File: src/rtl/hada_pkg.sv
// Shared types and combinational abs/signum helpers for the hada unary datapath.
// hada_unary() dispatches on op and width and applies the result extension rules.
package hada;

    typedef enum logic [1:0] {
        HADA_ABS     = 2'd0,
        HADA_SIGNUM  = 2'd1,
        HADA_SIGNUMU = 2'd2,
        HADA_RSVD    = 2'd3
    } hada_op_e;

    typedef enum logic [1:0] {
        HADA_W8  = 2'd0,
        HADA_W16 = 2'd1,
        HADA_W32 = 2'd2,
        HADA_W64 = 2'd3
    } hada_width_e;

    typedef struct packed {
        logic        err;
        logic [63:0] data;
    } hada_res_t;

    function automatic logic signed [63:0] hada_sext(input logic [63:0] x, input hada_width_e w);
        logic signed [63:0] r;
        case (w)
            HADA_W8:  r = signed'({{56{x[7]}},  x[7:0]});
            HADA_W16: r = signed'({{48{x[15]}}, x[15:0]});
            HADA_W32: r = signed'({{32{x[31]}}, x[31:0]});
            HADA_W64: r = signed'(x);
        endcase
        return r;
    endfunction

    function automatic logic [63:0] hada_zext(input logic [63:0] x, input hada_width_e w);
        logic [63:0] r;
        case (w)
            HADA_W8:  r = {56'd0, x[7:0]};
            HADA_W16: r = {48'd0, x[15:0]};
            HADA_W32: r = {32'd0, x[31:0]};
            HADA_W64: r = x;
        endcase
        return r;
    endfunction

    // The most-negative operand negates to itself; re-extending keeps the wrap visible.
    function automatic logic [63:0] hada_abs(input logic [63:0] x, input hada_width_e w);
        logic signed [63:0] s;
        logic signed [63:0] m;
        s = hada_sext(x, w);
        m = (s < 0) ? -s : s;
        return unsigned'(hada_sext(unsigned'(m), w));
    endfunction

    function automatic logic [63:0] hada_signum(input logic [63:0] x, input hada_width_e w);
        logic signed [63:0] s;
        logic [63:0]        r;
        s = hada_sext(x, w);
        if (s < 0)
            r = '1;
        else if (s == 0)
            r = '0;
        else
            r = 64'd1;
        return r;
    endfunction

    function automatic logic [63:0] hada_signumu(input logic [63:0] x, input hada_width_e w);
        return (hada_zext(x, w) != 64'd0) ? 64'd1 : 64'd0;
    endfunction

    function automatic hada_res_t hada_unary(input hada_op_e op, input hada_width_e w,
                                             input longint unsigned x);
        hada_res_t r;
        r.err  = 1'b0;
        r.data = '0;
        case (op)
            HADA_ABS:     r.data = hada_abs(x, w);
            HADA_SIGNUM:  r.data = hada_signum(x, w);
            HADA_SIGNUMU: r.data = hada_signumu(x, w);
            HADA_RSVD:    r.err  = 1'b1;
        endcase
        return r;
    endfunction

endpackage

File: src/rtl/hada_rr_arbiter.sv
// Round-robin arbiter: rotating priority pointer, winner encode and one-hot grant.
// The pointer moves past the winner only on an accepted grant.
module hada_rr_arbiter import hada::*; #(
    parameter int N_REQ = 4
) (
    input  logic                     i_clk,
    input  logic                     i_rst_n,
    input  logic [N_REQ-1:0]         i_valid,
    input  logic                     i_adv,
    output logic [N_REQ-1:0]         o_grant,
    output logic [$clog2(N_REQ)-1:0] o_grant_id,
    output logic                     o_fire
);

    localparam int ID_W = $clog2(N_REQ);

    logic [ID_W-1:0] r_ptr;
    logic            w_found;
    logic [ID_W-1:0] w_win;
    logic            w_fire;

    function automatic logic [ID_W-1:0] f_wrap(input int v);
        return (v >= N_REQ) ? ID_W'(v - N_REQ) : ID_W'(v);
    endfunction

    always_comb begin
        w_found = 1'b0;
        w_win   = '0;
        for (int k = 0; k < N_REQ; k++) begin
            if (!w_found && i_valid[f_wrap(int'(r_ptr) + k)]) begin
                w_found = 1'b1;
                w_win   = f_wrap(int'(r_ptr) + k);
            end
        end
    end

    // Grant is suppressed while reset is asserted so nothing is accepted into a clearing pipe.
    assign w_fire = w_found && i_adv && i_rst_n;

    always_comb begin
        o_grant = '0;
        if (w_fire)
            o_grant[w_win] = 1'b1;
    end

    assign o_grant_id = w_win;
    assign o_fire     = w_fire;

    always_ff @(posedge i_clk or negedge i_rst_n) begin
        if (!i_rst_n)
            r_ptr <= '0;
        else if (w_fire)
            r_ptr <= f_wrap(int'(w_win) + 1);
    end

endmodule

File: src/rtl/hada_unary_arbiter.sv
// Multi-requester front end for the hada abs/signum unit: round-robin admission
// into a two-stage registered pipeline with a single backpressured response port.
module hada_unary_arbiter import hada::*; #(
    parameter int N_REQ = 4
) (
    input  logic                        clk,
    input  logic                        rst_n,
    input  logic [N_REQ-1:0]            req_valid,
    output logic [N_REQ-1:0]            req_ready,
    input  logic [N_REQ-1:0][1:0]       req_op,
    input  logic [N_REQ-1:0][1:0]       req_width,
    input  logic [N_REQ-1:0][63:0]      req_data,
    output logic                        rsp_valid,
    input  logic                        rsp_ready,
    output logic [$clog2(N_REQ)-1:0]    rsp_id,
    output logic [63:0]                 rsp_data,
    output logic                        rsp_err
);

    localparam int ID_W = $clog2(N_REQ);

    logic            w_adv;
    logic            w_fire;
    logic [ID_W-1:0] w_win;

    logic            r_vld_p1;
    logic [ID_W-1:0] r_id_p1;
    hada_op_e        r_op_p1;
    hada_width_e     r_width_p1;
    logic [63:0]     r_data_p1;
    hada_res_t       w_res_p1;

    logic            r_vld_p2;
    logic [ID_W-1:0] r_id_p2;
    logic [63:0]     r_data_p2;
    logic            r_err_p2;

    // Both stages move together; an unconsumed response freezes the whole pipe.
    assign w_adv = !r_vld_p2 || rsp_ready;

    hada_rr_arbiter #(
        .N_REQ (N_REQ)
    ) u_arb (
        .i_clk      (clk),
        .i_rst_n    (rst_n),
        .i_valid    (req_valid),
        .i_adv      (w_adv),
        .o_grant    (req_ready),
        .o_grant_id (w_win),
        .o_fire     (w_fire)
    );

    // Stage 1: capture the granted request
    always_ff @(posedge clk or negedge rst_n) begin
        if (!rst_n)
            r_vld_p1 <= 1'b0;
        else if (w_adv)
            r_vld_p1 <= w_fire;
    end

    always_ff @(posedge clk) begin
        if (w_fire) begin
            r_id_p1    <= w_win;
            r_op_p1    <= hada_op_e'(req_op[w_win]);
            r_width_p1 <= hada_width_e'(req_width[w_win]);
            r_data_p1  <= req_data[w_win];
        end
    end

    assign w_res_p1 = hada_unary(r_op_p1, r_width_p1, r_data_p1);

    // Stage 2: registered response, held while the consumer stalls
    always_ff @(posedge clk or negedge rst_n) begin
        if (!rst_n) begin
            r_vld_p2  <= 1'b0;
            r_id_p2   <= '0;
            r_data_p2 <= '0;
            r_err_p2  <= 1'b0;
        end else if (w_adv) begin
            r_vld_p2 <= r_vld_p1;
            if (r_vld_p1) begin
                r_id_p2   <= r_id_p1;
                r_data_p2 <= w_res_p1.data;
                r_err_p2  <= w_res_p1.err;
            end
        end
    end

    assign rsp_valid = r_vld_p2;
    assign rsp_id    = r_id_p2;
    assign rsp_data  = r_data_p2;
    assign rsp_err   = r_err_p2;

endmodule

File: config.mk
export PLATFORM = sky130hd
export DESIGN_NAME = hada_unary_arbiter
export DESIGN_NICKNAME = d
export VERILOG_FILES = /design/src/rtl/hada_pkg.sv /design/src/rtl/hada_rr_arbiter.sv /design/src/rtl/hada_unary_arbiter.sv
export SDC_FILE = /design/constraint.sdc
export NUM_CORES = 1
export LEC_CHECK = 0
export CAP_MARGIN = 20
export CORE_ASPECT_RATIO = 0.9
export CORE_MARGIN = 3
export CORE_UTILIZATION = 40
export DETAILED_ROUTE_END_ITERATION = 12
export PLACE_DENSITY = 0.74
export SYNTH_ARGS = -nofsm -noshare
export SYNTH_HDL_FRONTEND = slang
export SYNTH_HIERARCHICAL = 1
export SYNTH_SLANG_ARGS = --single-unit
File: constraint.sdc
create_clock -name clk -period 8 [get_ports clk]
set_input_delay 1.6 -clock clk [delete_from_list [all_inputs] [get_ports clk]]
set_output_delay 1.6 -clock clk [all_outputs]
set_load 0.005 [all_outputs]
# [After elaboration in Yosys (flattened, before gate mapping)]
# Cells that the tools add are included.
[word_totals] register_bits=141 in_bits=279 out_inout_bits=72 word_cells=97
[op_classes] n_addsub=10 order_cmp=13 n_eq_ne=6 mux=42 reduce_logical=16
[ops] operator="one-hot mux 64 bit (4 select lines)" count=3
[ops] operator="two-way mux 64 bit" count=6
[ops] operator="one-hot mux 64 bit (3 select lines)" count=1
[ops] operator="binary-select mux 64 bit (select 2 bit)" count=1
[ops] operator="less-than comparator 64 x 1 -> 1 bit, second input constant" count=2
[ops] operator="logical NOT 64 bit" count=1
[ops] operator="negation 64 bit" count=1
[ops] operator="nonzero test 64 bit" count=1
[ops] operator="two-way mux 2 bit" count=11
[ops] operator="less-than comparator 2 x 3 -> 1 bit, second input constant" count=5
[ops] operator=">= comparator 3 bit, second input constant" count=4
[ops] operator="two-way mux 1 bit" count=12
[ops] operator="subtractor 2 x 1 -> 2 bit, second input constant" count=5
[ops] operator="binary-select mux 1 bit (select 2 bit)" count=4
[ops] operator="binary-select mux 2 bit (select 2 bit)" count=2
[ops] operator="equality test 2 bit, second input constant" count=4
[ops] operator="adder 2 x 1 -> 3 bit, second input constant" count=2
[ops] operator="adder 2 x 2 -> 3 bit, second input constant" count=2
[ops] operator="logical AND 1 bit" count=6
[ops] operator="equality test 2 x 1 -> 1 bit, second input constant" count=2
[ops] operator="logical NOT 1 bit" count=4
[ops] operator="logical NOT 2 bit" count=2
[ops] operator="two-way mux 4 bit" count=1
[ops] operator=">= comparator 2 x 3 -> 1 bit, second input constant" count=1
[ops] operator="other kinds (4)" count=4

# [Longest topological paths before layout]
# Gate-level depths: netlist of the first run.
[depth] ltp_word=19 mapped_depth=11 depth_no_buf=9

# [Modules after synthesis]
# Netlist of the first run, hierarchy kept.
[modules_own_cells] module="hada_unary_arbiter" n_inst=1 cells_each=833 area_each_um2=9128.8 seq_area_each_um2=3828.7
[modules_own_cells] module="hada_rr_arbiter" n_inst=1 cells_each=30 area_each_um2=226.5 seq_area_each_um2=50.0

# [Least setup slack after synthesis of the first run]
# No wires, ideal clock.
[synth_timing] kind="input-to-output" from="input port req_valid[0]" to="output port req_ready[0]" t_arrival_ps=2769 required_time_ps=6400 path_slack_ps=3631 stages=5 n_path_buf=1 path_cell_list="or4_1 -> and3_4 -> buf_6 -> nand2b_1 -> nor2_1"
[synth_between] elab_cells_between_ends=30 cone_classes="order compare: 2; mux: 19; reduce/logical: 9"
[synth_rtl] item="start, declared" line="hada_unary_arbiter.sv:8" rtl="input logic [N_REQ-1:0] req_valid,"
[synth_rtl] item="binary-select mux 1 bit (select 2 bit)" line="hada_rr_arbiter.sv:30" rtl="if (!w_found && i_valid[f_wrap(int'(r_ptr) + k)]) begin"
[synth_rtl] item="two-way mux 1 bit (not written as such)" line="hada_rr_arbiter.sv:30"
[synth_rtl] item="two-way mux 1 bit" line="hada_rr_arbiter.sv:30"
[synth_rtl] item="logical NOT 1 bit" line="hada_rr_arbiter.sv:30"
[synth_rtl] item="logical AND 1 bit" line="hada_rr_arbiter.sv:30"
[synth_rtl] item="two-way mux 1 bit" line="hada_rr_arbiter.sv:30"
[synth_rtl] item="logical NOT 1 bit" line="hada_rr_arbiter.sv:30"
[synth_rtl] item="logical AND 1 bit" line="hada_rr_arbiter.sv:30"
[synth_rtl] item="two-way mux 1 bit" line="hada_rr_arbiter.sv:30"
[synth_rtl] item="logical NOT 1 bit" line="hada_rr_arbiter.sv:30"
[synth_rtl] item="logical AND 1 bit" line="hada_rr_arbiter.sv:30"
[synth_rtl] item="two-way mux 1 bit (*)" line="hada_rr_arbiter.sv:30"
[synth_rtl] item="logical AND 1 bit (*) (2 in a row)" line="hada_rr_arbiter.sv:38" rtl="assign w_fire = w_found && i_adv && i_rst_n;"
[synth_rtl] item="net w_fire" line="hada_unary_arbiter.sv:23" rtl="logic w_fire;"
[synth_rtl] item="two-way mux 4 bit (*)" line="hada_rr_arbiter.sv:42" rtl="if (w_fire)"
[synth_rtl] item="end, declared" line="hada_unary_arbiter.sv:9" rtl="output logic [N_REQ-1:0] req_ready,"
# Mark *: on every way through the listed nets, which the timed path passes. The rest lies on a longest branch. The select of a mux whose other input is x is not followed.

# [Worst setup path in the final report of the first run]
[layout_timing] from="input port req_valid[0]" to="output port req_ready[0]"
[layout_between] elab_chain_len=17 elab_cells_between_ends=30 cone_classes="order compare: 2; mux: 19; reduce/logical: 9"
[layout_rtl] item="binary-select mux 1 bit (select 2 bit)" line="hada_rr_arbiter.sv:30"
[layout_rtl] item="two-way mux 1 bit (not written as such)" line="hada_rr_arbiter.sv:30"
[layout_rtl] item="two-way mux 1 bit" line="hada_rr_arbiter.sv:30"
[layout_rtl] item="logical NOT 1 bit" line="hada_rr_arbiter.sv:30"
[layout_rtl] item="logical AND 1 bit" line="hada_rr_arbiter.sv:30"
[layout_rtl] item="two-way mux 1 bit" line="hada_rr_arbiter.sv:30"
[layout_rtl] item="logical NOT 1 bit" line="hada_rr_arbiter.sv:30"
[layout_rtl] item="logical AND 1 bit" line="hada_rr_arbiter.sv:30"
[layout_rtl] item="[... 2 more ...]"
[layout_rtl] item="logical AND 1 bit" line="hada_rr_arbiter.sv:30"
[layout_rtl] item="two-way mux 2 bit (*)" line="hada_rr_arbiter.sv:30"
[layout_rtl] item="net w_win[1]" line="hada_unary_arbiter.sv:24" rtl="logic [ID_W-1:0] w_win;"
[layout_rtl] item="less-than comparator 2 x 3 -> 1 bit (not written as such) or >= comparator 2 x 1 -> 1 bit (tied branches)" line="hada_rr_arbiter.sv:43" rtl="o_grant[w_win] = 1'b1;"
[layout_rtl] item="logical AND 1 bit (not written as such)" line="hada_rr_arbiter.sv:43"
[layout_rtl] item="two-way mux 1 bit (not written as such)" line="hada_rr_arbiter.sv:43"
[layout_rtl] item="demux 1 bit (select 2 bit) (*)"
[layout_rtl] item="two-way mux 4 bit (*)" line="hada_rr_arbiter.sv:42"
# Marked as above.

==> results of run 1 <==
## cell usage after synthesis, drive strengths merged (8+ instances only)
| library cell | number |
|---|---|
| nand3 | 14 |
| nor4 | 20 |
| o21ai | 64 |
| clkbuf | 42 |
| nor3 | 22 |
| dfrtp | 71 |
| mux4 | 71 |
| o22a | 9 |
| nand2 | 57 |
| buf | 23 |
| nand2b | 9 |
| a31oi | 15 |
| or3 | 8 |
| o31ai | 10 |
| o21a | 8 |
| xnor2 | 19 |
| a211oi | 15 |
| a21oi | 60 |
| inv | 12 |
| nor2b | 9 |
| xor2 | 27 |
| o41ai | 8 |
| nor2 | 100 |
| nand4 | 11 |
| edfxtp | 70 |
## power groups by stage
stage               clock network [mW]  registers (mW)  logic [mW]
finish                           0.786            1.32        1.90
global route                     0.831            1.35        2.06
CTS                              0.799            1.31        1.91
detailed placement                   0            1.32        1.90
global placement                     0            1.32        1.87
floorplan                            0            1.25        1.15
## metal layers
layer | vias to the layer above | part of all wire
met1 | 4204 | 0.41
met4 | 8 | 0.018
li1 | 3980 | -
met3 | 52 | 0.083
met5 | - | 0.0017
met2 | 469 | 0.49
## metrics by stage
step | std cells | worst slack [ns] | power [mW]
after CTS | 1488 | 2.45 | 4.02
final | 1488 | 2.49 | 4.00
after detailed placement | 1456 | 2.44 | 3.22
after global placement | 1456 | 2.55 | 3.19
after floorplan | 863 | 3.63 | 2.39
after global routing | 1488 | 2.36 | 4.24
## path summary, 6_finish.rpt
check / cells past startpoint / slack, ns / end / from
worst max-delay path: 7 / 2.49 / req_ready[0] / req_valid[0]
worst min-delay path: 2 / 0.45 / rsp_id[1]$_DFFE_PN0P_ / r_id_p1[1]$_DFFE_PP_
worst max register to register: 9 / 3.06 / rsp_data[53]$_DFFE_PN0P_ / r_width_p1[1]$_DFFE_PP_
worst min register to register: 2 / 0.45 / rsp_id[1]$_DFFE_PN0P_ / r_id_p1[1]$_DFFE_PP_
max in group asynchronous: 2 / 5.94 / rsp_data[14]$_DFFE_PN0P_ / rst_n
min in group asynchronous: 1 / 1.16 / rsp_data[61]$_DFFE_PN0P_ / rst_n
## cell families (layout without fill, tap and decap cells)
kind of cell	count (synthesis)	in the layout	share of synthesized area
and+or+nand+nor	285	285	0.155
adders and majority gates	1	1	0.00134
DFF	141	141	0.415
muxes	81	81	0.183
xor gates and xnor gates	46	46	0.0431
buffers and inverters	77	405	0.0385
AOI/OAI and AO/OA	232	232	0.164
## sequential cells by signal (all words and copies together) (netlist names)
name,cells
rsp_valid,1
r_op_p1,2
r_id_p1,2
r_vld_p1,1
rsp_err,1
u_arb/r_ptr,2
rsp_data,64
rsp_id,2
r_data_p1,64
r_width_p1,2
## final cells by class
type	count	area, µm²
sequential	141	3880
fill	1881	9110
timing repair buffer	361	3580
tap	297	372
multi-input combinational	645	5140
inverter	12	45.0
clock inverter	13	150
clock buffer	19	433
## worst reg2reg max path: stages, from the launching register on
cell and delay, ns:
edfxtp_1 0.32, buf_4 0.54, mux4_2 0.94, a2111oi_2 0.46
o31ai_1 0.13, buf_4 0.21, a41oi_1 0.73, nor2_1 0.45
nor2_1 0.83, nor4_1 0.16
==> results.py, run 1 <==
metrics = {
    "yosys": {
        "synth_area_leader_cell": "edfxtp_1",
        "synthesis.area_mm2": 0.00936,
        "ys_top_cells_by_area": "edfxtp_1 (22%), dfrtp_1 (19%), mux4_2 (17%)",
        "ys.flop_type": "dfrtp_1",
        "ys_types": 82,
        "avgSynthCellArea_um2": 10.8,
        "netlist_instances": 863,
        "synth-edff-count": 70,
        "synth-seq-area-share": 0.415,
        "ys_ff_latch": 141,
        "yosys_warnings": 6,
        "async_reset_ff_frac": 0.504,
        "synth.top_cell.area_share": 0.225,
        "syn_nets": 1143,
    },
    "placement": {
        "io_buffers": 350,
        "place_area_mm2": 0.0130,
        "dp_hpwl_mm": 25.2,
        "gp_congestion": 0.934,
    },
    "pwr": {
        "power_per_cell_area_mw_per_mm2": 294,
        "power_frac_clock": 0.196,
        "p_seq_frac": 0.329,
        "power_frac_comb": 0.474,
        "cellInternalPower_mw": 2.56,
        "p_leak_nw": 4.84,
        "p_switching_mw": 1.44,
        "swShare": 0.359,
        "ir_drop_v": 0.000440,
    },
    "grt": {
        "grt_pass1_wl_mm": 48.8,
        "antenna_found_initial": 4,
        "grt_max_degree": 75,
        "top_usage_layer": "met2",
        "gr-usage-met3": 0.0668,
        "grt_use_total": 0.248,
        "grt.met1_usage": 0.328,
        "grt_pass1_vias": 8638,
        "grt_overflow_total": 0,
        "grt_use_met2": 0.412,
    },
    "status": {
        "status": "complete, no violations",
    },
    "die": {
        "num_io_pins": 351,
        "core_mm2": 0.0227,
        "fp.dieW_um": 167,
        "initial_utilization": 0.412,
        "dieHeight_um": 151,
        "dieArea_mm2": 0.0253,
        "core.rowCount": 52,
    },
    "drt": {
        "vias": 8713,
        "wl_per_cell_um": 21.8,
        "avgViaCountPerCell": 5.86,
        "firstDrtPassIters": 6,
        "ant_nets": 0,
        "routed_wl_mm": 32.5,
        "drc_errors": 0,
        "drt_iter0_drc": 1016,
    },
    "cells_and_area": {
        "final_common_cell": "clkdlybuf4s50_1",
        "final_cell_mix": "clkdlybuf4s50_1 (349), nor2_1 (99), mux4_2 (71), dfrtp_1 (71), edfxtp_1 (70)",
        "diodes": 0,
        "nets": 1458,
        "area_growth_pct": 45.4,
        "final_layout_size_suffix_gt1_frac": 0.121,
        "finalInstanceArea_mm2": 0.0136,
        "utilization": 0.599,
    },
    "critical_path": {
        "cpMaxStageDelayCell": "buf_4",
        "critPathTopFamily": "buffers and inverters",
        "start_kind": "primary input",
        "end_kind": "primary output",
        "cpPeakStageDelay_ns": 0.73,
        "cp_max_fo": 72,
        "critPathKind": "in -> out",
        "worst_ep_arrival_time_ns": 3.91,
        "critPathBufInv": 3,
        "path_cells": "clkdlybuf4s50_1 > a21oi_1 > o21ai_1 > o2bb2a_4 > buf_4 > nor2_1 > clkdlybuf4s50_1",
        "crit_top_cell": "clkdlybuf4s50_1",
        "worstPathRequired_ns": 6.40,
    },
    "timing": {
        "final_max_slew_viol_count": 0,
        "rsz0062_at_grt": "no",
        "post-route-period-util": 0.689,
        "period_needed_ns": 5.51,
        "fin_skew_ns": 0.00828,
        "relSlewSlack": 0.361,
        "finalSetupViolCount": 0,
        "hold_viol": 0,
        "worst_pin_slew_ns": 0.959,
        "fmax_mhz": 181,
        "finalSetupTns_ns": 0,
        "whs_ns": 0.450,
    },
    "clock_tree": {
        "cts_setup_buffers": 0,
        "clock-sinks": 141,
        "clockRootBuffer": "clkbuf_16",
        "ctsHoldBuffers": 0,
        "h-tree-depth": 4,
        "max-clock-path-buffers": 2,
        "cts_buffers": 17,
        "insertion_delay_ns": 0.42,
        "cts_tree": "built",
        "clkTransAtPathRegs_ns": 0.06,
        "cts_resized": 0,
    },
    "hold_path": {
        "hold_path_class": "reg -> reg",
    },
    "flow_run": {
        "maxCapViolCount": 0,
    },
}
No activity file was read; power rests on OpenSTA's default activity.
==> run 2, diff against run 1 <==
- PLACE_DENSITY: 0.74 -> 0.76
- clock period: 8 -> 4.7 ns (I/O delays scaled with it)
==> run 2 against run 1 <==
  * Worst setup slack worse by 1.5 ns
  * Clock power is 76% higher
  * Cell area is 0.86% higher
  * Global-route usage is 0.29 points higher
  * First-iteration DRC count is 2.7% lower
  * Final cell count is 0.67% higher
  * Clock skew is 0.0016 ns lower
  * Die area stayed put
  * Utilization is 0.51 points higher
  * Sequential cell count stayed put
  * Largest power group unchanged
==> results.py, run 2 (synthesized netlist as in run 1, its figures left out) <==
metrics = {
    "timing": {
        "rsz0062_at_grt": "no",
        "fin_skew_ns": 0.00667,
        "finalSetupTns_ns": 0,
        "worst_pin_slew_ns": 0.975,
        "post-route-period-util": 0.799,
        "whs_ns": 0.450,
        "final_max_slew_viol_count": 0,
        "period_needed_ns": 3.75,
        "hold_viol": 0,
        "relSlewSlack": 0.350,
        "finalSetupViolCount": 0,
        "fmax_mhz": 266,
    },
    "drt": {
        "wl_per_cell_um": 21.9,
        "ant_nets": 0,
        "routed_wl_mm": 32.9,
        "drc_errors": 0,
        "drt_iter0_drc": 989,
        "firstDrtPassIters": 8,
        "vias": 8806,
        "avgViaCountPerCell": 5.88,
    },
    "critical_path": {
        "worstSetupStartpoint": "req_valid[0]",
        "worst_ep_arrival_time_ns": 2.81,
        "end_kind": "primary output",
        "cp_max_fo": 5,
        "worstPathRequired_ns": 3.76,
        "critPathKind": "in -> out",
        "start_kind": "primary input",
        "r2r_start": "r_data_p1[4]$_DFFE_PP_",
    },
    "clock_tree": {
        "clkTransAtPathRegs_ns": 0.06,
        "ctsHoldBuffers": 0,
        "cts_buffers": 17,
        "h-tree-depth": 4,
        "cts_setup_buffers": 0,
        "cts_resized": 0,
        "insertion_delay_ns": 0.42,
        "max-clock-path-buffers": 2,
        "clock-sinks": 141,
        "cts_tree": "built",
        "clockRootBuffer": "clkbuf_16",
    },
    "cells_and_area": {
        "diodes": 0,
        "fillers": 1919,
        "nets": 1468,
        "multi_input_area_mm2": 0.00514,
        "final_cell_mix": "clkdlybuf4s50_1 (349), nor2_1 (99), mux4_2 (71), dfrtp_1 (71), edfxtp_1 (70)",
        "final_common_cell": "clkdlybuf4s50_1",
        "final_layout_size_suffix_gt1_frac": 0.130,
        "area_growth_pct": 46.6,
        "seq_area_mm2": 0.00388,
    },
    "grt": {
        "grt_pass1_vias": 8597,
        "grt_pass1_wl_mm": 49.3,
        "grt_max_degree": 75,
        "grt_use_total": 0.251,
        "grt_overflow_total": 0,
        "antenna_found_initial": 2,
    },
    "die": {
        "initial_utilization": 0.412,
        "dieHeight_um": 151,
        "num_io_pins": 351,
        "dieArea_mm2": 0.0253,
        "fp.dieW_um": 167,
        "core.rowCount": 52,
        "core_mm2": 0.0227,
    },
    "pwr": {
        "finalPower_mw": 6.91,
        "ir_drop_v": 0.000481,
        "power_per_cell_area_mw_per_mm2": 504,
        "p_leak_nw": 4.90,
    },
    "placement": {
        "io_buffers": 350,
        "dp_hpwl_mm": 25.6,
        "gp_congestion": 0.955,
    },
    "status": {
        "status": "complete, no violations",
    },
    "hold_path": {
        "hold_path_class": "reg -> reg",
        "min-delay-start": "r_id_p1[0]$_DFFE_PP_",
    },
    "flow_run": {
        "maxCapViolCount": 0,
    },
}
## run 2: final timing paths
path	end	slack (ns)	cells after the start
max	req_ready[3]	0.95	7
min in group asynchronous	rsp_data[51]$_DFFE_PN0P_	0.47	1
max in group asynchronous	rsp_data[47]$_DFFE_PN0P_	3.36	2
min reg2reg	rsp_id[0]$_DFFE_PN0P_	0.45	2
min	rsp_id[0]$_DFFE_PN0P_	0.45	2
max reg2reg	rsp_data[47]$_DFFE_PN0P_	1.11	10
## run 2: report_power, final
part / switching (mW) / internal (mW) / total [mW]
sequential: 0.432 / 1.82 / 2.25
clock: 0.540 / 0.838 / 1.38
combinational: 1.53 / 1.76 / 3.28
total: 2.50 / 4.42 / 6.91
## run 2: cell type report
type	instances	area share
flip-flops and latches	141	0.283
multi-input cells	645	0.375
inverters	12	0.00328
well taps	297	0.0271
repair buffers	371	0.269
clock inverters	13	0.0121
clock buffers	19	0.0316
## run 2: worst max-delay path, cell delays in order
cell,delay (ns)
clkdlybuf4s50_1,0.48
mux2i_1,0.16
nor2_1,0.06
a311oi_2,0.41
nand2_2,0.12
nor2_1,0.12
clkdlybuf4s50_1,0.51
## run 2: per-layer routing
| layer | up-vias | GRT usage | part of all wire |
|---|---|---|---|
| li1 | 4008 | - | - |
| met1 | 4268 | 0.340 | 0.41 |
| met2 | 482 | 0.420 | 0.49 |
| met3 | 44 | 0.0530 | 0.081 |
| met4 | 4 | 0.0585 | 0.014 |
| met5 | - | 0 | 0.00079 |
## run 2: metrics by stage
step                      setup WS (ns)  area, µm²  utilization  instances
after detailed placement          0.679      13100        0.578       1466
after global routing              0.788      13700        0.604       1498
after CTS                         0.926      13700        0.604       1498
final                             0.945      13700        0.604       1498
after floorplan                    1.00       9360            -        863
after global placement            0.794      13100        0.578       1466
==> run 3, diff against run 2 <==
- PLACE_DENSITY: 0.76 -> 0.74
- clock period: 4.7 -> 3.5 ns (I/O delays scaled with it)
==> run 3 against run 2 <==
  * Sequential power is 35% higher
  * Register-to-register slack worse by 0.80 ns
  * Global-route usage is 1.1 points higher
  * Clock skew is 0.0027 ns higher
  * Critical path type unchanged
  * Critical endpoint is now req_ready[0]
==> results.py, run 3 (synthesized netlist as in run 1, its figures left out) <==
metrics = {
    "status": {
        "status": "complete, no violations",
    },
    "pwr": {
        "power_per_cell_area_mw_per_mm2": 673,
        "finalPower_mw": 9.34,
        "p_leak_nw": 4.99,
        "ir_drop_v": 0.000677,
    },
    "placement": {
        "gp_congestion": 0.953,
        "io_buffers": 350,
        "pre_cts_slack_ns": 0.202,
        "place_area_mm2": 0.0133,
        "dp_hpwl_mm": 26.8,
    },
    "drt": {
        "drt_iter0_drc": 830,
        "avgViaCountPerCell": 5.87,
        "ant_nets": 0,
        "routed_wl_mm": 34.2,
        "drc_errors": 0,
        "vias": 8890,
        "wl_per_cell_um": 22.6,
        "firstDrtPassIters": 5,
    },
    "cells_and_area": {
        "nets": 1485,
        "final_cell_mix": "clkdlybuf4s50_1 (349), nor2_1 (99), mux4_2 (71), dfrtp_1 (71), edfxtp_1 (70)",
        "diodes": 0,
        "area_growth_pct": 48.3,
        "final_common_cell": "clkdlybuf4s50_1",
        "finalInstanceArea_mm2": 0.0139,
        "final_layout_size_suffix_gt1_frac": 0.140,
    },
    "grt": {
        "grt_pass1_vias": 8941,
        "grt_max_degree": 75,
        "grt_use_total": 0.262,
        "grt_pass1_wl_mm": 51.0,
        "antenna_found_initial": 2,
        "top_usage_layer": "met2",
        "gr-usage-met3": 0.0759,
        "grt_overflow_total": 0,
        "grt_use_met2": 0.431,
        "grt.met1_usage": 0.343,
    },
    "timing": {
        "final_max_slew_viol_count": 0,
        "worst_pin_slew_ns": 0.985,
        "rsz0062_at_grt": "no",
        "finalSetupTns_ns": 0,
        "finalSetupViolCount": 0,
        "period_needed_ns": 3.32,
        "hold_viol": 0,
        "fmax_mhz": 301,
        "setup_slack_ns": 0.181,
        "post-route-period-util": 0.948,
        "relSlewSlack": 0.344,
        "fin_skew_ns": 0.00933,
    },
    "critical_path": {
        "critPathKind": "in -> out",
        "crit_end": "req_ready[0]",
        "start_kind": "primary input",
        "r2r_start": "r_width_p1[0]$_DFFE_PP_",
        "cpPeakStageDelay_ns": 0.59,
        "crit_top_cell": "clkdlybuf4s50_1",
        "worstPathRequired_ns": 2.80,
        "reg2reg_depth": 8,
        "path_cells": "clkdlybuf4s50_1 > or4_1 > and3_4 > nand2b_1 > nor2_1 > clkdlybuf4s50_1",
        "r2r_slack_ns": 0.31,
        "cpMaxStageDelayCell": "or4_1",
        "worstSetupStartpoint": "req_valid[0]",
        "cp_max_fo": 5,
        "end_kind": "primary output",
        "worst_ep_arrival_time_ns": 2.62,
        "r2r-end": "rsp_data[57]$_DFFE_PN0P_",
    },
    "clock_tree": {
        "clock-sinks": 141,
        "clockRootBuffer": "clkbuf_16",
        "cts_buffers": 17,
        "h-tree-depth": 4,
        "cts_setup_buffers": 0,
        "cts_tree": "built",
        "ctsHoldBuffers": 0,
        "insertion_delay_ns": 0.43,
        "cts_resized": 0,
        "clkTransAtPathRegs_ns": 0.06,
        "max-clock-path-buffers": 2,
    },
    "die": {
        "dieHeight_um": 151,
        "core.rowCount": 52,
        "core_mm2": 0.0227,
        "initial_utilization": 0.412,
        "num_io_pins": 351,
        "dieArea_mm2": 0.0253,
        "fp.dieW_um": 167,
    },
    "hold_path": {
        "hold_path_class": "in -> async",
    },
    "flow_run": {
        "maxCapViolCount": 0,
    },
}
==> run 3: changes by cell type in the layout (fill, tap and decap cells not counted), sizes merged <==
cell,change
buf,+17
bufinv,-1
clkbuf,+1
inv,-1
clkinv,+3
clkinvlp,-2
==> run 3: metal layers <==
metal | share of wire | routed length [µm]
met5 | 0.00079 | 27
met3 | 0.083 | 2820
met1 | 0.42 | 14200
met2 | 0.48 | 16400
met4 | 0.023 | 774
==> run 3: how the worst min path moves through the flow <==
stage                                    end  slack [ns]  cells past startpoint                  from
finish              rsp_data[61]$_DFFE_PN0P_        0.39                      2                 rst_n
global route        rsp_data[61]$_DFFE_PN0P_        0.41                      2                 rst_n
CTS                 rsp_data[61]$_DFFE_PN0P_        0.39                      2                 rst_n
detailed placement     rsp_id[1]$_DFFE_PN0P_        0.44                      2  r_id_p1[1]$_DFFE_PP_
global placement       rsp_id[1]$_DFFE_PN0P_        0.43                      2  r_id_p1[1]$_DFFE_PP_
floorplan               r_vld_p1$_DFFE_PN0N_        0.40                      0                 rst_n
==> run 3: power breakdown <==
group          internal [mW]  switching (mW)
Sequential              2.44           0.588
Clock                   1.08           0.715
Combinational           2.44            2.07
Total                   5.96            3.38
==> run 3: layout make-up <==
class,instances,area (µm²)
fill,1899,8830
multi-input combinational,645,5140
sequential,141,3880
timing repair buffer,388,3860
clock buffer,20,457
tap,297,372
clock inverter,12,120
inverter,12,45.0
==> run 3: worst max-delay path: cells and delay by family <==
family | cells | cell delay [ns]
buf+inv | 2 | 0.95
simple gates | 4 | 0.97
==> run 3: per-stage QoR <==
step / hold WS (ns) / utilization / std cells
after global routing: 0.412 / 0.611 / 1515
final: 0.388 / 0.611 / 1515
after floorplan: 0.404 / - / 863
after global placement: 0.434 / 0.586 / 1483
after CTS: 0.387 / 0.611 / 1515
after detailed placement: 0.437 / 0.586 / 1483
